[src/rtl/transfer_data_pkg.sv]
// Shared geometry, state encoding and source-address helper for the crop-window copier.
package transfer_data_pkg;

  localparam int SRC_COLS = 256;
  localparam int SRC_ROWS = 128;
  localparam int WIN      = 32;
  localparam int SRC_AW   = 15;
  localparam int DST_AW   = 10;

  typedef logic [1:0] state_t;

  localparam state_t IDLE  = 2'd0;
  localparam state_t READ  = 2'd1;
  localparam state_t FLUSH = 2'd2;
  localparam state_t DONE  = 2'd3;

  // Row and column are added in their own field widths, so each wraps on its own.
  function automatic logic [SRC_AW-1:0] crop_src_addr(
    input logic [DST_AW-1:0] k,
    input logic [6:0]        row0,
    input logic [7:0]        col0
  );
    logic [6:0] row;
    logic [7:0] col;
    row = row0 + {2'b00, k[9:5]};
    col = col0 + {3'b000, k[4:0]};
    return {row, col};
  endfunction

endpackage

[src/rtl/crop_addr_gen.sv]
// Pixel counter and registered source-address generator for the 32x32 crop window.
module crop_addr_gen
  import transfer_data_pkg::*;
#(
  parameter int CROP_ROW = 26,
  parameter int CROP_COL = 122
) (
  input  logic              clk,
  input  logic              rst_n,
  input  logic              load,
  input  logic              adv,
  output logic [DST_AW-1:0] pix,
  output logic [SRC_AW-1:0] addr_src,
  output logic              last
);

  localparam logic [6:0] ROW0 = 7'(CROP_ROW % SRC_ROWS);
  localparam logic [7:0] COL0 = 8'(CROP_COL % SRC_COLS);

  logic [DST_AW-1:0] pix_nxt;

  always_comb begin
    pix_nxt = pix;
    if (load) begin
      pix_nxt = '0;
    end else if (adv) begin
      pix_nxt = pix + DST_AW'(1);
    end
  end

  // pix always names the pixel whose address is currently on addr_src.
  always_ff @(posedge clk or negedge rst_n) begin
    if (!rst_n) begin
      pix      <= '0;
      addr_src <= '0;
    end else if (load || adv) begin
      pix      <= pix_nxt;
      addr_src <= crop_src_addr(pix_nxt, ROW0, COL0);
    end
  end

  assign last = (pix == DST_AW'(WIN * WIN - 1));

endmodule

[src/rtl/transfer_data.sv]
// One-shot 32x32 crop copy: sequencing FSM plus the 1-cycle destination write pipeline.
// Optional simulation checks are compiled in with TRANSFER_DATA_CHECK_EN.
//
// state | meaning
// IDLE  | reset state, starts the read burst on the first clock
// READ  | one source read per cycle, pixels 0..1023
// FLUSH | last destination write, no read
// DONE  | terminal, addresses held, enables low
module transfer_data
  import transfer_data_pkg::*;
#(
  parameter int CROP_ROW = 26,
  parameter int CROP_COL = 122
) (
  input  logic              clk,
  input  logic              rst_n,
  output logic              ce_src,
  output logic [SRC_AW-1:0] addr_src,
  output logic              ce_dst,
  output logic [DST_AW-1:0] addr_dst
);

  state_t            state, state_nxt;
  logic              gen_load, gen_adv;
  logic              ce_src_nxt, ce_dst_nxt;
  logic [DST_AW-1:0] addr_dst_nxt;
  logic [DST_AW-1:0] pix;
  logic              last;

  crop_addr_gen #(
    .CROP_ROW (CROP_ROW),
    .CROP_COL (CROP_COL)
  ) u_addr_gen (
    .clk      (clk),
    .rst_n    (rst_n),
    .load     (gen_load),
    .adv      (gen_adv),
    .pix      (pix),
    .addr_src (addr_src),
    .last     (last)
  );

  // The write for the pixel read this cycle lands next cycle, when its data arrives.
  always_comb begin
    state_nxt    = state;
    gen_load     = 1'b0;
    gen_adv      = 1'b0;
    ce_src_nxt   = 1'b0;
    ce_dst_nxt   = 1'b0;
    addr_dst_nxt = addr_dst;
    case (state)
      IDLE: begin
        state_nxt  = READ;
        gen_load   = 1'b1;
        ce_src_nxt = 1'b1;
      end
      READ: begin
        ce_dst_nxt   = 1'b1;
        addr_dst_nxt = pix;
        if (last) begin
          state_nxt = FLUSH;
        end else begin
          gen_adv    = 1'b1;
          ce_src_nxt = 1'b1;
        end
      end
      FLUSH: begin
        state_nxt = DONE;
      end
      DONE: begin
        state_nxt = DONE;
      end
      default: begin
        state_nxt = IDLE;
      end
    endcase
  end

  always_ff @(posedge clk or negedge rst_n) begin
    if (!rst_n) begin
      state    <= IDLE;
      ce_src   <= 1'b0;
      ce_dst   <= 1'b0;
      addr_dst <= '0;
    end else begin
      state    <= state_nxt;
      ce_src   <= ce_src_nxt;
      ce_dst   <= ce_dst_nxt;
      addr_dst <= addr_dst_nxt;
    end
  end

`ifdef TRANSFER_DATA_CHECK_EN
  if (CROP_ROW > SRC_ROWS - WIN || CROP_COL > SRC_COLS - WIN) begin : g_fit_chk
    $error("transfer_data: crop window at row %0d col %0d wraps the source image",
           CROP_ROW, CROP_COL);
  end

  // A write must trail a read by one cycle; the FLUSH write trails the last read.
  a_dst_follows_src : assert property (
    @(posedge clk) disable iff (!rst_n) ce_dst |-> ($past(ce_src) || state == FLUSH)
  ) else $error("transfer_data: ce_dst without a preceding ce_src cycle");
`else
  // Wrapping windows are accepted silently; no checking logic.
`endif

endmodule

[config.mk]
export PLATFORM = sky130hd
export DESIGN_NAME = transfer_data
export DESIGN_NICKNAME = d
export VERILOG_FILES = /design/src/rtl/transfer_data_pkg.sv /design/src/rtl/crop_addr_gen.sv /design/src/rtl/transfer_data.sv
export SDC_FILE = /design/constraint.sdc
export NUM_CORES = 1
export LEC_CHECK = 0
export CORE_UTILIZATION = 56
export CTS_CLUSTER_DIAMETER = 60
export DETAILED_ROUTE_END_ITERATION = 7
export MAX_ROUTING_LAYER = met4
export PLACE_DENSITY = 0.84
export SYNTH_ARGS = -nofsm -noshare
export SYNTH_HDL_FRONTEND = slang
export SYNTH_SLANG_ARGS = --single-unit
[constraint.sdc]
create_clock -name clk -period 5.9 [get_ports clk]
set_clock_uncertainty 0.1 [all_clocks]
set_input_delay 1.18 -clock clk [delete_from_list [all_inputs] [get_ports clk]]
set_output_delay 1.18 -clock clk [all_outputs]
set_load 0.03 [all_outputs]
==> results of run 1 <==
-- per-stage QoR --
stage                     total power, mW  cells  util, %  hold slack (ps)
after floorplan                     0.253    181        -              402
after global placement              0.258    228     69.7              357
after detailed placement            0.258    228     69.7              363
after CTS                           0.394    236     71.8              386
after global routing                0.404    236     71.8              412
final                               0.392    236     71.8              382
-- metal layers --
metal | part of all wire [%] | track usage, % | wire (um)
met1 | 44 | 34.6 | 1650
met2 | 46 | 38.4 | 1700
met3 | 5.8 | 5.67 | 217
met4 | 4.3 | 18.8 | 159
met5 | 0 | - | 0
-- flip-flops by register name (all words and copies together), names as in the netlist --
signal	count
addr_dst	10
ce_dst	1
ce_src	1
state	2
u_addr_gen.addr_src	12
u_addr_gen.pix	10
-- logic make-up after synthesis --
logic type | share of synthesized area, %
buffers and inverters | 4.72
XOR/XNOR | 4.07
adder cells (fa/ha/maj) | 1.45
other | 0.218
flip-flops | 52.3
AND/OR/NAND/NOR | 21.8
AO/OA/AOI/OAI | 15.4
-- placed cells by master (no fill, tap or decap), types with 2 or more instances in the layout --
cell / n
nor3_2: 2
inv_1: 3
nand3_1: 6
a211oi_2: 2
clkbuf_4: 5
a41o_1: 2
nor3_1: 3
a31oi_1: 2
nor2_1: 12
and4_1: 2
o21ai_0: 9
a21o_1: 2
nand4_1: 2
nand2_1: 44
a21oi_1: 11
dfrtp_1: 36
clkbuf_1: 2
a22o_1: 2
xor2_1: 2
ha_1: 2
nor4_1: 2
clkdlybuf4s50_1: 27
xnor2_1: 6
-- final timing paths --
| check | start | cells after the start | slack, ps | end |
|---|---|---|---|---|
| max | u_addr_gen.pix[1] | 11 | 2750 | u_addr_gen.addr_src[3] |
| min | addr_dst[8] | 2 | 380 | addr_dst[8] |
| max reg2reg | u_addr_gen.pix[1] | 11 | 2750 | u_addr_gen.addr_src[3] |
| min reg2reg | addr_dst[8] | 2 | 380 | addr_dst[8] |
| max in group asynchronous | rst_n | 2 | 4240 | u_addr_gen.addr_src[1] |
| min in group asynchronous | rst_n | 2 | 1130 | ce_dst |
-- worst register-to-register path, stage by stage (launching register included) --
cell	delay, ps
dfrtp_1	450
ha_1	360
nand4_2	210
nor3_1	480
nor2_1	320
nand2_1	170
xor2_1	210
nor2_1	70
ha_1	250
nand2_1	70
a2bb2oi_1	190
o22ai_1	110
-- power by group --
part           total [mW]  switching (mW)  internal [mW]
Clock               0.139          0.0804         0.0587
Sequential          0.247               0          0.247
Combinational     0.00650         0.00549        0.00101
Total               0.392          0.0859          0.306
-- final cells by class --
type,instances,area share (%)
clock buffer,8,2.90
inverter,4,0.739
multi-input combinational,129,36.4
sequential,36,44.4
tap,31,1.91
timing repair buffer,28,13.7
==> summary.md, run 1 <==
| Metric | Value |
|---|---|
| Status | finished, violations left |
| Failing checks | DRC |
| Seq. cell area | 901 um^2 |
| Critical Path RT | 5990 ps |
| Initial Util | 60.9% |
| Critical path arrival | roughly 3200 ps |
| Max Cap Violations | 0 |
| Final period util | 53.3% |
| Share of layout cells above drive strength 1 | 7.32% |
| DR vias | approximately 1400 |
| Ports | 29 |
| DP HPWL | 2490 um |
| DRT Pass-1 Iters | 6 |
| Worst-Skew Late Latency | 350 ps |
| Asr flop ratio synth | 100% |
| TritonCTS buffer count | 5 |
| Die width | 57.4 um |
| Post-CTS Resized | 0 |
| CP max-delay cell | nor3_1 |
| Vias/cell | around 6.0 |
| Synth cell count leaders | nand2_1, dfrtp_1, nor2_1 |
| Fin. max-slew vios | 0 |
| Post-DP Area | around 0.0020 mm^2 |
| CTS tree | done |
| H-Tree Depth | 2 |
| Synth top area share | 52.3% |
| Slew HR | 34.2% |
| Fin. Hold Viols | 0 |
| Worst path top cell family by delay | simple AND/OR/NAND/NOR gates |
| Peak fanout along the critical path | 13 |
| Worst-path clk slew | 100 ps |
| Largest net degree at the start of global routing | 37 |
| Multi-input logic area | approximately 740 um^2 |
| Final setup violation count | 0 |
| Netlist cell types | 40 |
| Area Growth Syn to Fin | 18.0% |
| Worst slack at placement | a little under 3000 ps |
| Die Ht | ~57 um |
| RSZ-0062 raised after global routing | no |
| Count leader, synth | nand2_1 |
| Critical path class | flop to flop |
| Worst setup EP type | flop |
| Starting DRC count in detailed routing | 96 |
| First-pass GRT wire length | 6400 um |
| # DRC | 1 |
| Post-CTS Repair Setup Buffers | 0 |
| Area contributors post-synth | dfrtp_1, nand2_1, a21oi_1, xnor2_1, o21ai_0 |
| Die footprint | 0.00330 mm^2 |
| Largest area contributor in the netlist | dfrtp_1 |
| Layout Nets | around 210 |
| Post-DRT Antenna Nets | 0 |
| Max stage delay on crit path | 480 ps |
| Yosys warning total | 0 |
| Final instance area | 0.00203 mm^2 |
| Total gr overflow | 0 |
| Vias in the first global route | 1385 |
| CTS sink cnt | 36 |
| Number of synthesized flops with an enable pin | 0 |
| Wirelength per Cell | between 15 and 20 um |
| Final WL | 3730 um |
| Mapped Nets | 185 |
| Worst-margin pin slew | 983 ps |
| Leak pwr | around 0.9 nW |
| Placement Rows | 19 |
| Diodes inserted | 0 |
| VDD IR-drop max | 172 uV |
| Fin crit period | 3150 ps |
| Pwr dens | between 150 and 200 mW/mm^2 |
| Setup ws final | 2750 ps |
| Seq cells post-synth | 36 |
| Total Routing Usage GR | 27.1% |
| Core area | around 0.0028 mm^2 |
| Clock Tree Buf Depth | 2 |
| Top FF cell, synth | dfrtp_1 |
| Number of antenna violations at the first check in global routing | 0 |
| Seq/Total Area, Yosys | between 50 and 60% |
| Hold Path Class | flop to flop |
| RD Place Congestion | 0.940 |
| Mapped Area | 0.00172 mm^2 |
| Post-Route Setup TNS | 0 ps |
| Fill cells | about 210 |
| CP Launch Type | flop |
| Syn Inst Count | roughly 180 |
| I/O Buffers | 27 |
| Syn avg cell area | 9.51 um^2 |
| Cts hold-fix bufs | 0 |
| Fmax | 318 MHz |
| CP bufs+invs | 0 |
| Root buffer cell | clkbuf_4 |
| Crit path cell chain | ha_1, nand4_2, nor3_1, nor2_1, nand2_1, xor2_1, nor2_1, ha_1, nand2_1, a2bb2oi_1, o22ai_1 |
Note: power is estimated with default switching activity, not from simulation.
==> run 2: changes to the inputs <==
CORE_UTILIZATION = 47   (was 56)
PLACE_DENSITY = 0.75   (was 0.84)
clock period = 2.66 ns   (was 5.9 ns; I/O delays follow)
==> summary.md, run 2 (synthesized netlist as in run 1, its figures left out) <==
| Metric | Value |
|---|---|
| Vias/cell | 5.46 (-9.4%) |
| Total Routing Usage GR | 22.9% (-4.1 points) |
| Leak pwr | 0.942 nW (+4.7%) |
| Starting DRC count in detailed routing | 58 (-40%) |
| Final WL | 3820 um (+2.5%) |
| Die width | 62.5 um (+8.8%) |
| Die Ht | 62.5 um (+8.8%) |
| Placement Rows | 21 (+2) |
| Initial Util | 50.4% (-10 points) |
| Fin. max-slew vios | 0 (unchanged) |
| Share of layout cells above drive strength 1 | 13.6% (+6.3 points) |
| CP Launch Type | flop |
| Critical path class | flop to flop |
| Cts hold-fix bufs | 0 (unchanged) |
| CTS tree | done |
| CTS sink cnt | 36 (unchanged) |
| Post-DRT Antenna Nets | 0 (unchanged) |
| Final core utilization | 62.7% (-9.1 points) |
| Fill cells | 296 (+44%) |
| Worst-path clk slew | 120 ps (+20 ps) |
| Final period util | 89.7% (+36 points) |
| Total gr overflow | 0 (unchanged) |
| Met2 Resource Use GR | 34.0% (-4.4 points) |
| Largest Register | u_addr_gen.addr_src |
| Vias in the first global route | 1383 (-0.14%) |
| I/O Buffers | 27 (unchanged) |
| Worst setup EP type | flop |
| Root buffer cell | clkbuf_4 |
| RD Place Congestion | 0.894 (-4.9%) |
| VDD IR-drop max | 400 uV (+130%) |
| Critical path arrival | 2540 ps (-690 ps) |
| Pwr dens | 443 mW/mm^2 (+130%) |
| Commonest non-fill, non-tap cells in the layout | nand2_1, dfrtp_1, clkdlybuf4s50_1, nor2_1, a21oi_1 |
| # DRC | 0 (-1) |
| First-pass GRT wire length | 6760 um (+5.6%) |
| Max Cap Violations | 0 (unchanged) |
| Max FFs per register | 12 (unchanged) |
| Diodes inserted | 0 (unchanged) |
| Met3 Usage GRT | 5.47% (-0.19 points) |
| Wirelength per Cell | 14.8 um (-6.6%) |
| Most common cell after layout, fill and taps aside | nand2_1 |
| Biggest regs | u_addr_gen.addr_src (12), addr_dst (10), u_addr_gen.pix (10) |
| TritonCTS buffer count | 5 (unchanged) |
| Die footprint | 0.00391 mm^2 (+18%) |
| Area Growth Syn to Fin | 24.3% |
| Peak fanout along the critical path | 6 (-7) |
| GR peak layer | met2 |
| Fin. Hold Viols | 0 (unchanged) |
| Worst-margin pin slew | 520 ps (-463 ps) |
| Fin crit period | 2380 ps (-762 ps) |
| Final Non-Filler Cells | 259 (+9.7%) |
| DRT Pass-1 Iters | 4 (-2) |
| DR vias | 1415 (-0.56%) |
| Post-Route Setup TNS | 0 ps (unchanged) |
| Met1 Track Usage GR | 29.7% (-4.9 points) |
| RSZ-0062 raised after global routing | no |
| Pwr Total | 0.949 mW (+140%) |
| Worst-Skew Late Latency | 360 ps (about the same) |
| Status | complete, no violations |
| Clock Tree Buf Depth | 2 (unchanged) |
| Ports | 29 (unchanged) |
| Layout Nets | 216 (+3.8%) |
| Critical Path RT | 2810 ps (-3180 ps) |
| Slew HR | 65.0% (+31 points) |
| Number of antenna violations at the first check in global routing | 0 (unchanged) |
| Core area | 0.00342 mm^2 (+21%) |
| Hold Path Class | flop to flop |
| DP HPWL | 2720 um (+9.1%) |
| Dpl cells | 251 (+10%) |
| H-Tree Depth | 2 (unchanged) |
| Fmax | 419 MHz (+32%) |
| Final setup violation count | 0 (unchanged) |
| Final Hold Slack | 381 ps (-1.22 ps) |
| Largest net degree at the start of global routing | 37 (unchanged) |
run 2: per-layer routing:
metal,up-vias,wire [um]
met4,0,95
met1,678,1800
met3,10,166
li1,684,-
met2,43,1760
met5,-,0
run 2: through the flow:
step	instance area, um^2	worst slack, ps
finish	2140	275
detailed placement	2050	154
global placement	2050	321
global route	2140	48.5
floorplan	1720	156
CTS	2130	131
run 2: cell type report:
cell class	instances	area, um^2	area share (%)
well taps	46	57.6	2.69
repair buffers	36	338	15.8
inverters	4	15.0	0.701
flip-flops and latches	36	903	42.2
multi-input cells	129	747	34.9
clock inverters	3	42.5	1.99
clock buffers	5	37.5	1.75
run 2: worst paths after layout:
| kind | start | end | slack, ps | cells past startpoint |
|---|---|---|---|---|
| max | u_addr_gen.pix[1] | u_addr_gen.addr_src[3] | 280 | 11 |
| max reg2reg | u_addr_gen.pix[1] | u_addr_gen.addr_src[3] | 280 | 11 |
| max in group asynchronous | rst_n | u_addr_gen.pix[1] | 1660 | 2 |
| min reg2reg | addr_dst[3] | addr_dst[3] | 380 | 2 |
| min in group asynchronous | rst_n | u_addr_gen.pix[2] | 480 | 2 |
| min | addr_dst[3] | addr_dst[3] | 380 | 2 |
run 2: critical path: stages, from the launching register on:
cell and delay (ps):
dfrtp_2 430, ha_2 270, nand4_2 190, nor3_2 230
nor2_1 120, nand2_1 120, xor2_1 200, nor2_1 80
ha_1 220, nand2_1 70, a2bb2oi_1 150, o22ai_1 90
run 2: timing repair:
item / CTS / global route
gates resized for setup: 0 / 4
setup buffers: 0 / 0
endpoints found under the setup margin: 0 / 3
run 2: report_power, final:
part	switching, mW	internal (mW)	total, mW
registers	0	0.547	0.547
logic	0.0118	0.00224	0.0140
clock network	0.192	0.196	0.388
==> run 3: changes to the inputs <==
CORE_MARGIN = 3   (was default)
PLACE_DENSITY = 0.81   (was 0.75)
==> summary.md, run 3 (synthesized netlist as in run 1, its figures left out) <==
| Metric | Value |
|---|---|
| Worst setup EP type | flop |
| Diodes inserted | 0 (unchanged) |
| Total Routing Usage GR | 18.1% (-4.8 points) |
| Commonest non-fill, non-tap cells in the layout | nand2_1, dfrtp_1, clkdlybuf4s50_1, nor2_1, a21oi_1 |
| Fmax | 411 MHz (-2.0%) |
| Worst-Skew Late Latency | 280 ps (-80 ps) |
| Total gr overflow | 0 (unchanged) |
| Final setup violation count | 0 (unchanged) |
| Die footprint | 0.00443 mm^2 (+13%) |
| Placement Rows | 21 (unchanged) |
| Die Ht | 66.5 um (+6.4%) |
| Peak fanout along the critical path | 7 (+1) |
| VDD IR-drop max | 192 uV (-52%) |
| Fill cells | 296 (unchanged) |
| Min-delay src | addr_dst[6] |
| # DRC | 0 (unchanged) |
| Wirelength per Cell | 13.5 um (-8.5%) |
| Share of layout cells above drive strength 1 | 10.5% (-3.1 points) |
| Comb power frac | 1.5% (about the same) |
| Hold endpoint | addr_dst[6] |
| Max Cap Violations | 0 (unchanged) |
| Pwr dens | 432 mW/mm^2 (-2.6%) |
| CTS tree | done |
| Fin. max-slew vios | 0 (unchanged) |
| CP Launch Type | flop |
| Largest Register | u_addr_gen.addr_src |
| Post-DP Area | 0.00204 mm^2 (-0.73%) |
| Clock power share | 38.6% (-2.3 points) |
| Final instance area | 0.00212 mm^2 (-1.2%) |
| Pint | 0.727 mW (-2.4%) |
| Core area | 0.00344 mm^2 (+0.77%) |
| Worst-margin pin slew | 543 ps (+22.8 ps) |
| Critical path class | flop to flop |
| Vias/cell | 5.38 (-1.5%) |
| Post-CTS Repair Setup Buffers | 0 (unchanged) |
| Setup slack, reg-to-reg | 230 ps (-50 ps) |
| Largest net degree at the start of global routing | 37 (unchanged) |
| Ports | 29 (unchanged) |
| DP HPWL | 2440 um (-10%) |
| Worst-path clk slew | 70 ps (-50 ps) |
| Starting DRC count in detailed routing | 89 (+53%) |
| Final WL | 3460 um (-9.6%) |
| DR vias | 1378 (-2.6%) |
| Sw Ratio | 20.4% (-1.1 points) |
| CTS sink cnt | 36 (unchanged) |
| Hold path depth | 2 (unchanged) |
| Hold Path Class | flop to flop |
| Die width | 66.5 um (+6.4%) |
| Status | complete, no violations |
| Total net switching power | 0.186 mW (-8.6%) |
| Area Growth Syn to Fin | 22.9% |
| Worst-case reg-to-reg path depth | 11 (unchanged) |
| Most common cell after layout, fill and taps aside | nand2_1 |
| Leak pwr | 0.936 nW (-0.69%) |
| Post-Route Setup TNS | 0 ps (unchanged) |
| Initial Util | 50.0% (-0.38 points) |
| I/O Buffers | 27 (unchanged) |
| Fin crit period | 2430 ps (+47.7 ps) |
| Number of antenna violations at the first check in global routing | 0 (unchanged) |
| First-pass GRT wire length | 6010 um (-11%) |
| Setup ws final | 227 ps (-47.7 ps) |
| RSZ-0062 raised after global routing | no |
| R2R Path End | u_addr_gen.addr_src[3] |
| Clock Tree Buf Depth | 2 (unchanged) |
| Final Hold Slack | 373 ps (-8.04 ps) |
| TritonCTS buffer count | 5 (unchanged) |
| Root buffer cell | clkbuf_8 |
| Final period util | 91.5% (+1.8 points) |
| Biggest regs | u_addr_gen.addr_src (12), addr_dst (10), u_addr_gen.pix (10) |
| Pwr Total | 0.914 mW (-3.7%) |
| RD Place Congestion | 0.941 (+5.2%) |
| Max FFs per register | 12 (unchanged) |
| Fin. Hold Viols | 0 (unchanged) |
| Slew HR | 63.4% (-1.5 points) |
| Worst slack at placement | 207 ps (+52.3 ps) |
| Worst reg2reg path startpoint | u_addr_gen.pix[0] |
| Critical Path RT | 2730 ps (-80 ps) |
| Post-DRT Antenna Nets | 0 (unchanged) |
| Seq pwr share | 59.9% (+2.3 points) |
| Critical path arrival | 2500 ps (-40 ps) |
| Layout Nets | 214 (-0.93%) |
| H-Tree Depth | 2 (unchanged) |
| Vias in the first global route | 1327 (-4.0%) |
| DRT Pass-1 Iters | 4 (unchanged) |
-- run 3: cell count changes in the layout (fill, tap and decap cells not counted), moves of 2 or more --
cell	change
clkbuf_4	-5
clkbuf_8	+5
buf_4	-2
dfrtp_1	+2
dfrtp_2	-2
-- run 3: layout make-up --
class                      instances  area (um^2)  area share [%]
sequential                        36          901            42.6
multi-input combinational        129          742            35.1
timing repair buffer              34          323            15.3
clock buffer                       6         72.6            3.43
tap                               46         57.6            2.72
inverter                           4         15.0           0.710
clock inverter                     1         5.00           0.237
-- run 3: per-stage QoR --
stage	instances	utilization (%)
finish	256	61.5
global route	256	61.5
CTS	256	61.4
detailed placement	249	59.1
global placement	249	59.1
floorplan	181	-
-- run 3: power by group through the flow --
stage          sequential, mW  clock (mW)  combinational [mW]
5_1_grt                 0.547       0.387              0.0163
2_1_floorplan           0.558           0             0.00297
4_1_cts                 0.547       0.355              0.0149
3_5_place_dp            0.558           0              0.0149
6_report                0.547       0.352              0.0139
3_3_place_gp            0.558           0              0.0148
-- run 3: worst max-delay path: stages (launching register included) --
cell and delay, ps:
dfrtp_1 440, ha_2 290, nand4_2 190, nor3_1 290
nor2_1 110, nand2_1 90, xor2_1 190, nor2_1 70
ha_1 230, nand2_1 70, a2bb2oi_1 150, o22ai_1 90
-- run 3: what timing repair did --
| item | CTS | global route |
|---|---|---|
| resized for setup | 0 | 1 |
| hold buffers | 0 | 0 |
| setup endpoints to repair | 0 | 1 |
-- run 3: metal layers --
metal | wire (um) | up-vias | track usage [%]
met1 | 1720 | 645 | 25.1
met5 | 0 | - | -
met4 | 47 | 0 | 6.85
met3 | 156 | 6 | 4.72
met2 | 1530 | 47 | 25.7
li1 | - | 680 | -
-- run 3: how the worst max path moves through the flow --
stage,start,end,slack (ps),cells after the start
5_1_grt,u_addr_gen.pix[0],u_addr_gen.addr_src[3],30,11
2_1_floorplan,u_addr_gen.pix[0],u_addr_gen.addr_src[3],160,10
3_3_place_gp,u_addr_gen.pix[0],u_addr_gen.addr_src[3],330,11
3_5_place_dp,u_addr_gen.pix[0],u_addr_gen.addr_src[3],210,11
6_report,u_addr_gen.pix[0],u_addr_gen.addr_src[3],230,11
4_1_cts,u_addr_gen.pix[0],u_addr_gen.addr_src[3],180,11
